<file path="config.mk">
export PLATFORM = sky130hd
export DESIGN_NAME = led_pattern_gen
export DESIGN_NICKNAME = d
export VERILOG_FILES = /design/src/rtl/led_pattern_gen.sv
export SDC_FILE = /design/constraint.sdc
export NUM_CORES = 1
export LEC_CHECK = 0
export ABC_AREA = 1
export CORE_AREA = 2 2 70 72
export CTS_CLUSTER_DIAMETER = 120
export DETAILED_ROUTE_END_ITERATION = 10
export DIE_AREA = 0 0 72 74
export GPL_TIMING_DRIVEN = 0
export PLACE_DENSITY = 0.75
export SLEW_MARGIN = 40
export SYNTH_ARGS = -nofsm -noshare
export SYNTH_HDL_FRONTEND = slang
export SYNTH_SLANG_ARGS = --single-unit
</file>
<file path="constraint.sdc">
create_clock -name clk -period 1.8 [get_ports clk]
set_clock_uncertainty 0.2 [all_clocks]
set_input_delay 0.18 -clock clk [delete_from_list [all_inputs] [get_ports clk]]
set_output_delay 0.18 -clock clk [all_outputs]
set_load 0.02 [all_outputs]
</file>
<file path="src/rtl/led_pattern_gen.sv">
// LED frame generator: FILL / BOUNCE / ROTATE / BLINK animations stepped by a prescaled frame tick.
// Optional brightness PWM on the LED outputs is enabled by defining LED_PAT_PWM_EN.
module led_pattern_gen #(
  parameter int WIDTH = 16,
  parameter int DIV_W = 8,
  parameter int PWM_W = 4
) (
  input  logic             clk,
  input  logic             rst,
  input  logic             fc,
  input  logic [1:0]       mode,
  input  logic [DIV_W-1:0] div,
  input  logic             hold,
  input  logic             restart,
`ifdef LED_PAT_PWM_EN
  input  logic [PWM_W-1:0] brightness,
`endif
  output logic [WIDTH-1:0] led,
  output logic             wrap
);

  typedef enum logic [1:0] {FILL, BOUNCE, ROTATE, BLINK} mode_t;

  mode_t            cur_mode;
  logic [WIDTH-1:0] frame;
  logic             dir;
  logic [DIV_W-1:0] cnt;

  logic [WIDTH-1:0] nxt_frame;
  logic             nxt_dir;
  logic             nxt_wrap;

  if (WIDTH < 2 || PWM_W < 1) begin : g_param_check
    $error("led_pattern_gen: WIDTH must be >= 2 and PWM_W >= 1");
  end

  function automatic logic [WIDTH-1:0] start_frame(input mode_t m);
    if (m == BOUNCE || m == ROTATE)
      return {1'b1, {(WIDTH-1){1'b0}}};
    return '0;
  endfunction

  // Next frame for a single animation step; dir flips at the ends of FILL and BOUNCE.
  always_comb begin
    nxt_frame = frame;
    nxt_dir   = dir;
    nxt_wrap  = 1'b0;
    case (cur_mode)
      FILL: begin
        if (!dir) begin
          nxt_frame = {1'b1, frame[WIDTH-1:1]};
          if (&nxt_frame) nxt_dir = 1'b1;
        end else begin
          nxt_frame = frame << 1;
          if (nxt_frame == '0) begin
            nxt_dir  = 1'b0;
            nxt_wrap = 1'b1;
          end
        end
      end
      BOUNCE: begin
        if (!dir) begin
          nxt_frame = frame >> 1;
          if (nxt_frame[0]) nxt_dir = 1'b1;
        end else begin
          nxt_frame = frame << 1;
          if (nxt_frame[WIDTH-1]) begin
            nxt_dir  = 1'b0;
            nxt_wrap = 1'b1;
          end
        end
      end
      ROTATE: begin
        nxt_frame = {frame[0], frame[WIDTH-1:1]};
        nxt_wrap  = frame[0];
      end
      BLINK: begin
        nxt_frame = ~frame;
        nxt_wrap  = &frame;
      end
      default: ;
    endcase
  end

  // Mode change beats restart beats hold beats a prescaled step.
  always_ff @(posedge clk or negedge rst) begin
    if (!rst) begin
      cur_mode <= FILL;
      frame    <= '0;
      dir      <= 1'b0;
      cnt      <= '0;
      wrap     <= 1'b0;
    end else begin
      wrap <= 1'b0;
      if (mode_t'(mode) != cur_mode) begin
        cur_mode <= mode_t'(mode);
        frame    <= start_frame(mode_t'(mode));
        dir      <= 1'b0;
        cnt      <= '0;
      end else if (restart) begin
        frame <= start_frame(cur_mode);
        dir   <= 1'b0;
        cnt   <= '0;
      end else if (!hold && fc) begin
        // >= lets a lowered div take effect on the very next tick.
        if (cnt >= div) begin
          frame <= nxt_frame;
          dir   <= nxt_dir;
          wrap  <= nxt_wrap;
          cnt   <= '0;
        end else begin
          cnt <= cnt + DIV_W'(1);
        end
      end
    end
  end

`ifdef LED_PAT_PWM_EN
  logic [PWM_W-1:0] pwm_cnt;

  always_ff @(posedge clk or negedge rst) begin
    if (!rst) pwm_cnt <= '0;
    else      pwm_cnt <= pwm_cnt + PWM_W'(1);
  end

  assign led = frame & {WIDTH{pwm_cnt < brightness}};
`else
  assign led = frame;
`endif

endmodule
</file>
==> insert_results.sql <==
INSERT INTO impl_metrics (metric_group, metric, value, unit) VALUES
('floorplan', 'die_area', '0.00533', 'sq mm'),
('clock_network', 'cts_sinks', '28', ''),
('synthesis', 'synth.lib_cells_used.distinct', '26', ''),
('floorplan', 'top_level_port_count', '32', ''),
('place', 'dpl.hpwl', '3820', 'um'),
('global_routing', 'via_count_of_the_first_global_routing_pass', '2139', ''),
('setup_path', 'worst_r2r_startpoint', 'cnt[2]', ''),
('setup_path', 'setup.worst_path.class', 'register to register', ''),
('detailed_routing', 'detail_route.vias_per_cell', '5.53', ''),
('floorplan', 'std_cell_rows', '25', ''),
('run_status', 'status', 'finished with violations', ''),
('sta', 'report.final.setup_viol', '16', ''),
('sta', 'final-hold-violation-count', '0', ''),
('clock_network', 'htree_levels', '1', ''),
('clock_network', 'clk_pin_slew_worst_paths', '0.10', 'ns'),
('sta', 'maxSlewViolCount', '0', ''),
('sta', 'clock.fmax', '0.538', 'GHz'),
('synthesis', 'synth.ff_latch_count', '28', ''),
('synthesis', 'postSynthNetCount', '354', ''),
('final_layout', 'post-route-util', '65.7', '%'),
('floorplan', 'horizontal_extent_of_the_die', '72', 'um'),
('synthesis', 'syn_area', '0.00218', 'sq mm'),
('final_layout', 'final_cell_mix', 'nand2_1 (60), inv_1 (52), nor2_1 (35)', ''),
('detailed_routing', 'drt_first_iter_violations', '205', ''),
('sta', 'finalWorstPathRequiredPeriod', '1.86', 'ns'),
('detailed_routing', 'routed_wire_length', '6100', 'um'),
('final_layout', 'layout.area.seq', '703', 'sq um'),
('final_layout', 'post_route_cells_drive_above_1_share', '20.4', '%'),
('synthesis', 'sequential_share_of_the_synthesized_area', '32.1', '%'),
('floorplan', 'core', '0.00460', 'sq mm'),
('place', 'port_buffers', '31', ''),
('clock_network', 'cts-root-buf', 'clkbuf_8', ''),
('final_layout', 'filler_cell_count', '386', ''),
('run_status', 'violations', 'negative setup slack', ''),
('setup_path', 'worstPathMaxFanout', '5', ''),
('detailed_routing', 'postRouteAntennaNets', '0', ''),
('synthesis', 'post_synth.cell_area_avg', '6.71', 'sq um'),
('final_layout', 'final_common_cell', 'nand2_1', ''),
('sta', 'worst_slack', '-0.0583', 'ns'),
('clock_network', 'cts_tree', 'built', ''),
('setup_path', 'ff2ff_path_depth', '12', ''),
('clock_network', 'worstSkewPairLatency', '0.28', 'ns'),
('place', 'gpl.final_weighted_congestion', '0.958', ''),
('power_and_ir_drop', 'power.total', '1.34', 'mW'),
('global_routing', 'antenna_found_initial', '0', ''),
('global_routing', 'largest_net_degree_at_the_start_of_global_routing', '29', ''),
('power_and_ir_drop', 'total_leakage_power', '1.58', 'nW'),
('final_layout', 'nNetsFinal', '408', ''),
('setup_path', 'critical_path.startpoint_type', 'register', ''),
('sta', 'worstMarginPinSlew', '0.629', 'ns'),
('clock_network', 'clock_path_buffers', '2', ''),
('final_layout', 'instances_no_fill', '432', ''),
('floorplan', 'floorplan.initialDensity', '47.5', '%'),
('setup_path', 'timing.critical_path.required', '1.78', 'ns'),
('flow_run', 'max_cap_viol_count', '0', ''),
('floorplan', 'die_height', '74', 'um'),
('power_and_ir_drop', 'power_density', '443', 'mW/mm^2'),
('global_routing', 'first_pass_grt_wire_length', '9600', 'um'),
('clock_network', 'tritoncts.num_buffers', '3', ''),
('setup_path', 'timing.rr.end', 'led[15]', ''),
('detailed_routing', 'post-route-drc-count', '0', ''),
('final_layout', 'layout_area_growth_over_synthesis', '38.4', '%'),
('synthesis', 'synth_warnings', '0', ''),
('power_and_ir_drop', 'worst_ir_drop_vdd', '0.273', 'mV'),
('global_routing', 'grt.total_usage', '22.5', '%'),
('hold_path', 'hold_path_class', 'input pin to async pin', ''),
('sta', 'timing.final.crit_share', '103', '%'),
('sta', 'rsz0062_at_grt', 'yes', ''),
('final_layout', 'diodes', '0', ''),
('detailed_routing', 'detailroute.via_count', '2390', ''),
('detailed_routing', 'firstDrtPassIters', '5', ''),
('place', 'post-place-cells', '410', ''),
('sta', 'slew_headroom', '58.0', '%'),
('synthesis', 'postSynthCellCount', '325', ''),
('global_routing', 'grt_overflow', '0', ''),
('setup_path', 'setup.reg_to_reg.worst_slack', '-0.06', 'ns'),
('final_layout', 'area_of_the_multi_input_gates', '0.00139', 'sq mm'),
('detailed_routing', 'route.detailed.wl_per_inst', '14.1', 'um'),
('setup_path', 'setup.worst_path.end_class', 'register', ''),
('setup_path', 'critical_path_arrival', '1.84', 'ns');
-- report_power, final --
group / leakage (nW) / switching (mW) / internal [mW]
clock network: 0.0288 / 0.200 / 0.196
logic: 1.17 / 0.170 / 0.123
registers: 0.383 / 0.0131 / 0.637
total: 1.58 / 0.383 / 0.956
-- registers in the layout, summed over array words and instances, names as in the netlist --
register / count
wrap: 1
dir: 1
cur_mode: 2
cnt: 8
led: 16
-- Yosys cell counts, drive strengths merged --
master  count  area, sq um
nand4      10         62.6
a22oi      13         97.6
inv        58          218
clkbuf      9         36.3
dfrtp      28          701
buf         4         25.0
xor2        3         26.3
nand2      67          251
o21bai      1         7.51
o22ai      11         68.8
ha         14          175
nand3b      1         7.51
nor2       40          150
o21a        1         7.51
nor3        5         25.0
o211ai      2         15.0
o21ai      37          185
xnor2       1         16.3
a21oi       8         40.0
or2         1         6.26
nand3      11         60.1
-- cells by family after synthesis --
family          Yosys count  synth area share (%)
compound gates           73                  19.3
xor+xnor                  4                  1.95
fa+ha+maj                14                  8.03
buf+inv                  71                  12.8
simple gates            135                  25.8
flops                    28                  32.1
-- layout make-up --
cell class | count | area share, %
flip-flops and latches | 28 | 23.3
plain buffers | 13 | 3.19
multi-input cells | 226 | 46.1
inverters | 58 | 7.46
well taps | 54 | 2.24
repair buffers | 49 | 15.9
clock buffers | 4 | 1.82
-- per-layer routing --
| layer | track usage [%] | part of all wire [%] | vias up |
|---|---|---|---|
| met5 | 0 | 0 | - |
| met4 | 8.39 | 1.0 | 0 |
| met3 | 2.30 | 5.8 | 6 |
| met2 | 36.0 | 48 | 82 |
| met1 | 31.9 | 45 | 1133 |
| li1 | - | - | 1169 |
-- worst max-delay path: stages (launching register included) --
cell	delay, ns
dfrtp_1	0.41
ha_1	0.29
nand2_2	0.08
nor2_2	0.03
nor2_1	0.07
nand2_1	0.07
nand2_2	0.11
nand3_2	0.08
nand2_2	0.10
buf_6	0.16
inv_6	0.05
nand2_2	0.06
nand2_1	0.04
-- through the flow --
stage	instance area, sq um	setup WS, ns	setup TNS [ns]	hold WS [ns]
after floorplan	2180	0.0425	0	-0.316
after global placement	2560	-0.451	-11.03	0.313
after detailed placement	2550	-0.549	-9.68	0.0406
after CTS	2830	-0.0542	-0.306	0.264
after global routing	3020	-0.148	-2.67	0.308
final	3020	-0.0583	-0.204	0.243
-- what timing repair did --
action                                 4_1_cts  5_1_grt
gates resized for setup                     48       49
buffers inserted                            11        4
endpoints found under the hold margin       28        0
hold buffers                                 1        0
cloned                                       2        0
setup endpoints to repair                   28       36
pin swaps                                    9       12
-- how the worst max path moves through the flow --
stage / slack, ns / depth (start not counted) / start / to
final: -0.06 / 12 / cnt[2] / led[15]
after global routing: -0.15 / 12 / cnt[2] / led[15]
after CTS: -0.05 / 9 / cur_mode[1] / led[10]
after detailed placement: -0.55 / 12 / div[3] / led[9]
after global placement: -0.45 / 12 / div[3] / led[9]
after floorplan: 0.04 / 8 / cur_mode[0] / led[10]
Power figures use the tool's default switching activity.
==> edit 1, RTL diff (same settings) <==
Put one more register stage on the output `led`. The value now appears one clock later. The other outputs are not delayed to match.
--- a/src/rtl/led_pattern_gen.sv
+++ b/src/rtl/led_pattern_gen.sv
@@ -125,7 +125,9 @@
 
   assign led = frame & {WIDTH{pwm_cnt < brightness}};
 `else
-  assign led = frame;
+  always_ff @(posedge clk) begin
+    led <= frame;
+  end
 `endif
 
 endmodule
Function: changed (Yosys sat finds a counterexample within 4 cycles, from zero or initial values and one cycle with rst low).
==> edit 1 against the unedited design <==
The flow still finishes with violations (setup timing). Worst hold slack barely moved. Via count rose by 5.3%. Power rose by 44%. Clock power rose by 65%. Non-clock buffer count fell by 1. Cell area rose by 9.0%. Setup slack got worse by 0.055 ns. Die area did not move. Sequential cell count rose by 16. Area after synthesis rose by 15%. Final cell count fell by 1.4%. Routed wire length rose by 9.0%. Critical endpoint is now dir$_DFFE_PN0P_. Largest cell class unchanged.
==> edit 1: results (changes against the unedited design) <==
* Final Slew Violations at 0 (unchanged)
* Synth Warn # at 0 (unchanged)
* Cell variety after synth at 31 (+19%)
* Area contributors post-synth: dfrtp_1 28%, dfxtp_1 13%, nand2_1 7.8%
* Pin count of the biggest net entering global routing at 29 (unchanged)
* Hold Path Class: in2async
* DP Cell Count at 403 (-1.7%)
* First-pass GRT wire length at 10,300 um (+6.8%)
* Slowest cell on the critical path: dfrtp_1
* Antenna violations before repair at 0 (unchanged)
* Leak at 1.41 nW (-11%)
* Mapped Cells at 318 (-2.2%)
* Async set-reset flop share out of synthesis at 0.636 (-0.364)
* VDD IR max at 467 uV (+71%)
* Root buffer cell: clkbuf_8
* Slew @ Worst Pin at 0.677 ns (+0.0482 ns)
* CP peak stage delay at between 0.4 and 0.5 ns
* Failing checks: setup timing
* Vias in the first global route at 2,191 (+2.4%)
* Most frequent cells after synthesis: 52 x nand2_1, 40 x inv_1, 32 x o21ai_0, 28 x dfrtp_1, 25 x nand3_1
* Worst Path Max Fanout at 2 (-3)
* Max H-tree Level at 2 (+1)
* Final hold slack at 0.243 ns (+0.000475 ns)
* Final setup viols at 25 (+9)
* N_diodes at 0 (unchanged)
* Drt total wl at 6660 um (+9.0%)
* Status: finished, violations left
* Synthesized net count at 347 (-2.0%)
* Sequential element share of the synthesized area at 0.408 (+0.0871)
* Worst Slack Setup Final at -0.114 ns (-0.0552 ns)
* Share of cells above drive strength 1 at 0.199 (-0.00478)
* I/O Buffers at 31 (unchanged)
* Global placer's final weighted congestion at 0.922 (-3.7%)
* Pre-CTS worst setup slack at -0.523 ns (+0.0267 ns)
* 1st-iter DRT viols at 314 (+53%)
* Fillcell total at 335 (-13%)
* Non-Filler Instances at 426 (-1.4%)
* Clock latency on the worst-skew pair at 0.30 ns (+0.02 ns)
* DP HPWL at 4170 um (+8.9%)
* Total CTS buffers at 5 (+2)
* Total global routing track utilization at 0.248 (+0.0230)
* Vias per cell at 5.91 (+6.8%)
* Critical Path AT at 1.90 ns (+0.06 ns)
edit 1: cell count changes in the layout (fill, tap and decap cells not counted), sizes merged, moves of 5 or more:
| cell | change |
|---|---|
| inv | -16 |
| nor2 | -13 |
| dfxtp | +16 |
| dlymetal6s2s | -10 |
| nand3 | +15 |
| nand2 | -11 |
| dlygate4sd2 | -5 |
| clkdlybuf4s50 | +15 |
edit 1: worst paths after layout:
check / start / to / cells past startpoint
setup / recovery: cnt[1]$_DFFE_PN0P_ / dir$_DFFE_PN0P_ / 11
hold / removal: rst / frame[13]$_DFFE_PN0P_ / 2
setup reg to reg: cnt[1]$_DFFE_PN0P_ / dir$_DFFE_PN0P_ / 11
hold reg to reg: frame[9]$_DFFE_PN0P_ / led[9]$_DFF_P_ / 0
max in group asynchronous: rst / frame[15]$_DFFE_PN0P_ / 2
min in group clk: frame[9]$_DFFE_PN0P_ / led[9]$_DFF_P_ / 0
edit 1: final cells by class:
cell class / instances / share of cell area
Multi-Input combinational cell: 217 / 0.422
Sequential cell: 44 / 0.310
Timing Repair Buffer: 49 / 0.143
Inverter: 42 / 0.0502
Clock buffer: 7 / 0.0262
Buffer: 12 / 0.0255
Tap cell: 54 / 0.0205
Clock inverter: 1 / 0.00228
edit 1: repair_timing:
action | CTS | global route
cloned | 1 | 0
setup buffers | 11 | 5
pin swaps | 4 | 3
setup endpoints to repair | 26 | 26
resized for setup | 30 | 18
hold buffers | 1 | 0
hold endpoints to repair | 28 | 0
edit 1: metrics by stage:
step	instance area [sq um]	TNS, ns
floorplan	2510	0
global placement	2890	-14.15
detailed placement	2890	-10.47
CTS	3190	-0.432
global route	3290	-3.32
finish	3290	-1.34
edit 1: cells by family after synthesis:
kind of cell	share of synthesized area
buf+inv	0.0935
compound gates	0.187
fa+ha+maj	0.0700
flops	0.408
simple gates	0.228
xor+xnor	0.0140
edit 1: power by group:
group / internal [W] / switching, W / leakage [nW] / total [W]
Clock: 0.000312 / 0.000341 / 0.0445 / 0.000654
Combinational: 0.000111 / 0.000156 / 0.852 / 0.000267
Sequential: 0.000992 / 0.0000126 / 0.514 / 0.00100
Total: 0.00141 / 0.000510 / 1.41 / 0.00192
edit 1: metal layers:
metal	global-route usage	up-vias	part of all wire	routed length (um)
met5	0	-	0	0
met4	0.103	0	0.026	171
met3	0.0583	24	0.074	495
met2	0.417	162	0.49	3250
met1	0.311	1151	0.41	2740
li1	-	1180	-	-
edit 1: worst register-to-register path, cell delays in order, from the launching register on:
cell and delay, ns:
dfrtp_1 0.42, ha_4 0.28, nand2_2 0.04, nor2_1 0.09
nor2_1 0.04, nand2_1 0.09, nand2_2 0.10, nand3_2 0.11
buf_4 0.12, nand3_1 0.11, nand2_1 0.10, o21ai_0 0.09
==> edit 2, RTL diff (same settings) <==
Made on the original files. Build with the macro `LED_PAT_PWM_EN` defined.
--- a/src/rtl/led_pattern_gen.sv
+++ b/src/rtl/led_pattern_gen.sv
@@ -1,5 +1,7 @@
 // LED frame generator: FILL / BOUNCE / ROTATE / BLINK animations stepped by a prescaled frame tick.
 // Optional brightness PWM on the LED outputs is enabled by defining LED_PAT_PWM_EN.
+`define LED_PAT_PWM_EN
+
 module led_pattern_gen #(
   parameter int WIDTH = 16,
   parameter int DIV_W = 8,
Ports: changed (added brightness); port bits go from 32 to 36. The function was not compared with the original's and may differ.
==> edit 2 against the unedited design <==
The run still ends with setup timing left. Combinational power up 52%. Die area unchanged. Sequential share of layout area down 2.3 points. Setup slack worse by 0.48 ns. Count of clock-buffer cells in the layout up 3. Clock power up 54%. Routed wire length up 38%. Cell area up 27%. Via count up 21%. Sequential cell count up 4. Power up 34%. First-iteration DRC count up 61%. Critical path depth down 5. Area after synthesis up 17%.
==> edit 2: results (changes against the unedited design) <==
* Status: finished, violations left
* Failing checks: setup timing
* DP Cell Count at 451 (+10%)
* Cell variety after synth at 33 (+27%)
* Total global routing track utilization at 0.286 (+0.0609)
* Met3 wire length at 604 um (+72%)
* Final setup viols at 36 (+20)
* Reg2Reg Depth at 10 (-2)
* Drt total wl at 8450 um (+38%)
* 1st-iter DRT viols at 330 (+61%)
* DP HPWL at 4540 um (+19%)
* Most frequent cells after synthesis: 62 x inv_1, 59 x nand2_1, 57 x nor2_1, 32 x dfrtp_1, 26 x o21ai_0
* Share of cells above drive strength 1 at 0.348 (+0.144)
* Fillcell total at 276 (-28%)
* Global placer's final weighted congestion at 0.923 (-3.6%)
* Delay-heaviest family, CP: flip-flops
* Total number of vias at 2,901 (+21%)
* R2r startpoint: cnt[6]$_DFFE_PN0P_
* Syn_area_per_cell at 7.07 sq um (+5.3%)
* Max H-tree Level at 2 (+1)
* Critical R2R Capture: frame[11]$_DFFE_PN0P_
* Pin count of the biggest net entering global routing at 24 (-17%)
* Slew @ Worst Pin at 0.371 ns (-0.258 ns)
* Met1 wire length at 3190 um (+17%)
* Worst Slack Setup Final at -0.541 ns (-0.483 ns)
==> edit 2: cell count changes in the layout (fill, tap and decap cells not counted), sizes merged, moves of 4 or more <==
cell          before  now
buf               24   59
nor2              40   58
dlymetal6s2s      10    1
nand3             11   18
inv               58   64
dlygate4sd2        6    1
nand2             67   62
dfrtp             28   32
ha                14   18
o22ai             11   15
==> edit 2: where the power goes <==
part	switching (W)	internal [W]	total, W
clock	0.000270	0.000340	0.000610
sequential	0.00000994	0.000727	0.000737
combinational	0.000249	0.000195	0.000444
==> edit 2: metrics by stage <==
step	setup WS (ns)	TNS, ns
global placement	-0.973	-34.52
detailed placement	-0.992	-23.73
finish	-0.541	-9.38
global route	-0.605	-12.21
CTS	-0.510	-9.10
floorplan	0.0167	0
==> edit 2: area by class of cell <==
class,instances,area (sq um),share of cell area
multi-input cells,249,1790,0.469
flip-flops and latches,32,801,0.210
repair buffers,67,687,0.180
inverters,64,253,0.0661
plain buffers,15,126,0.0331
clock buffers,7,96.3,0.0252
well taps,54,67.6,0.0177
==> edit 2: kinds of logic after synthesis <==
logic type,Yosys count,synth area share
compound gates,76,0.189
flops,32,0.314
buf+inv,80,0.133
xor+xnor,5,0.0201
fa+ha+maj,18,0.0882
simple gates,150,0.256
==> edit 2: repair_timing <==
action                                 4_1_cts  5_1_grt
pin swaps                                   14       26
cloned                                       3        1
hold buffers                                 1        0
setup endpoints to repair                   40       42
endpoints found under the hold margin       32        0
buffers inserted                            17       11
resized for setup                          127       76
==> edit 2: metal layers <==
layer,GRT usage,vias to the layer above
li1,-,1323
met1,0.340,1353
met2,0.501,181
met3,0.0542,44
met4,0.138,0
met5,0,-
==> edit 2: worst min-delay path by stage <==
| stage | cells after the start | startpoint | slack, ns | endpoint |
|---|---|---|---|---|
| 2_1_floorplan | 0 | rst | -0.32 | cnt[0]$_DFFE_PN0P_ |
| 3_3_place_gp | 1 | pwm_cnt[0]$_DFF_PN0_ | 0.26 | pwm_cnt[0]$_DFF_PN0_ |
| 3_5_place_dp | 1 | rst | -0.11 | frame[9]$_DFFE_PN0P_ |
| 4_1_cts | 2 | rst | 0.12 | frame[7]$_DFFE_PN0P_ |
| 5_1_grt | 2 | rst | 0.12 | frame[10]$_DFFE_PN0P_ |
| 6_report | 2 | rst | 0.11 | frame[9]$_DFFE_PN0P_ |
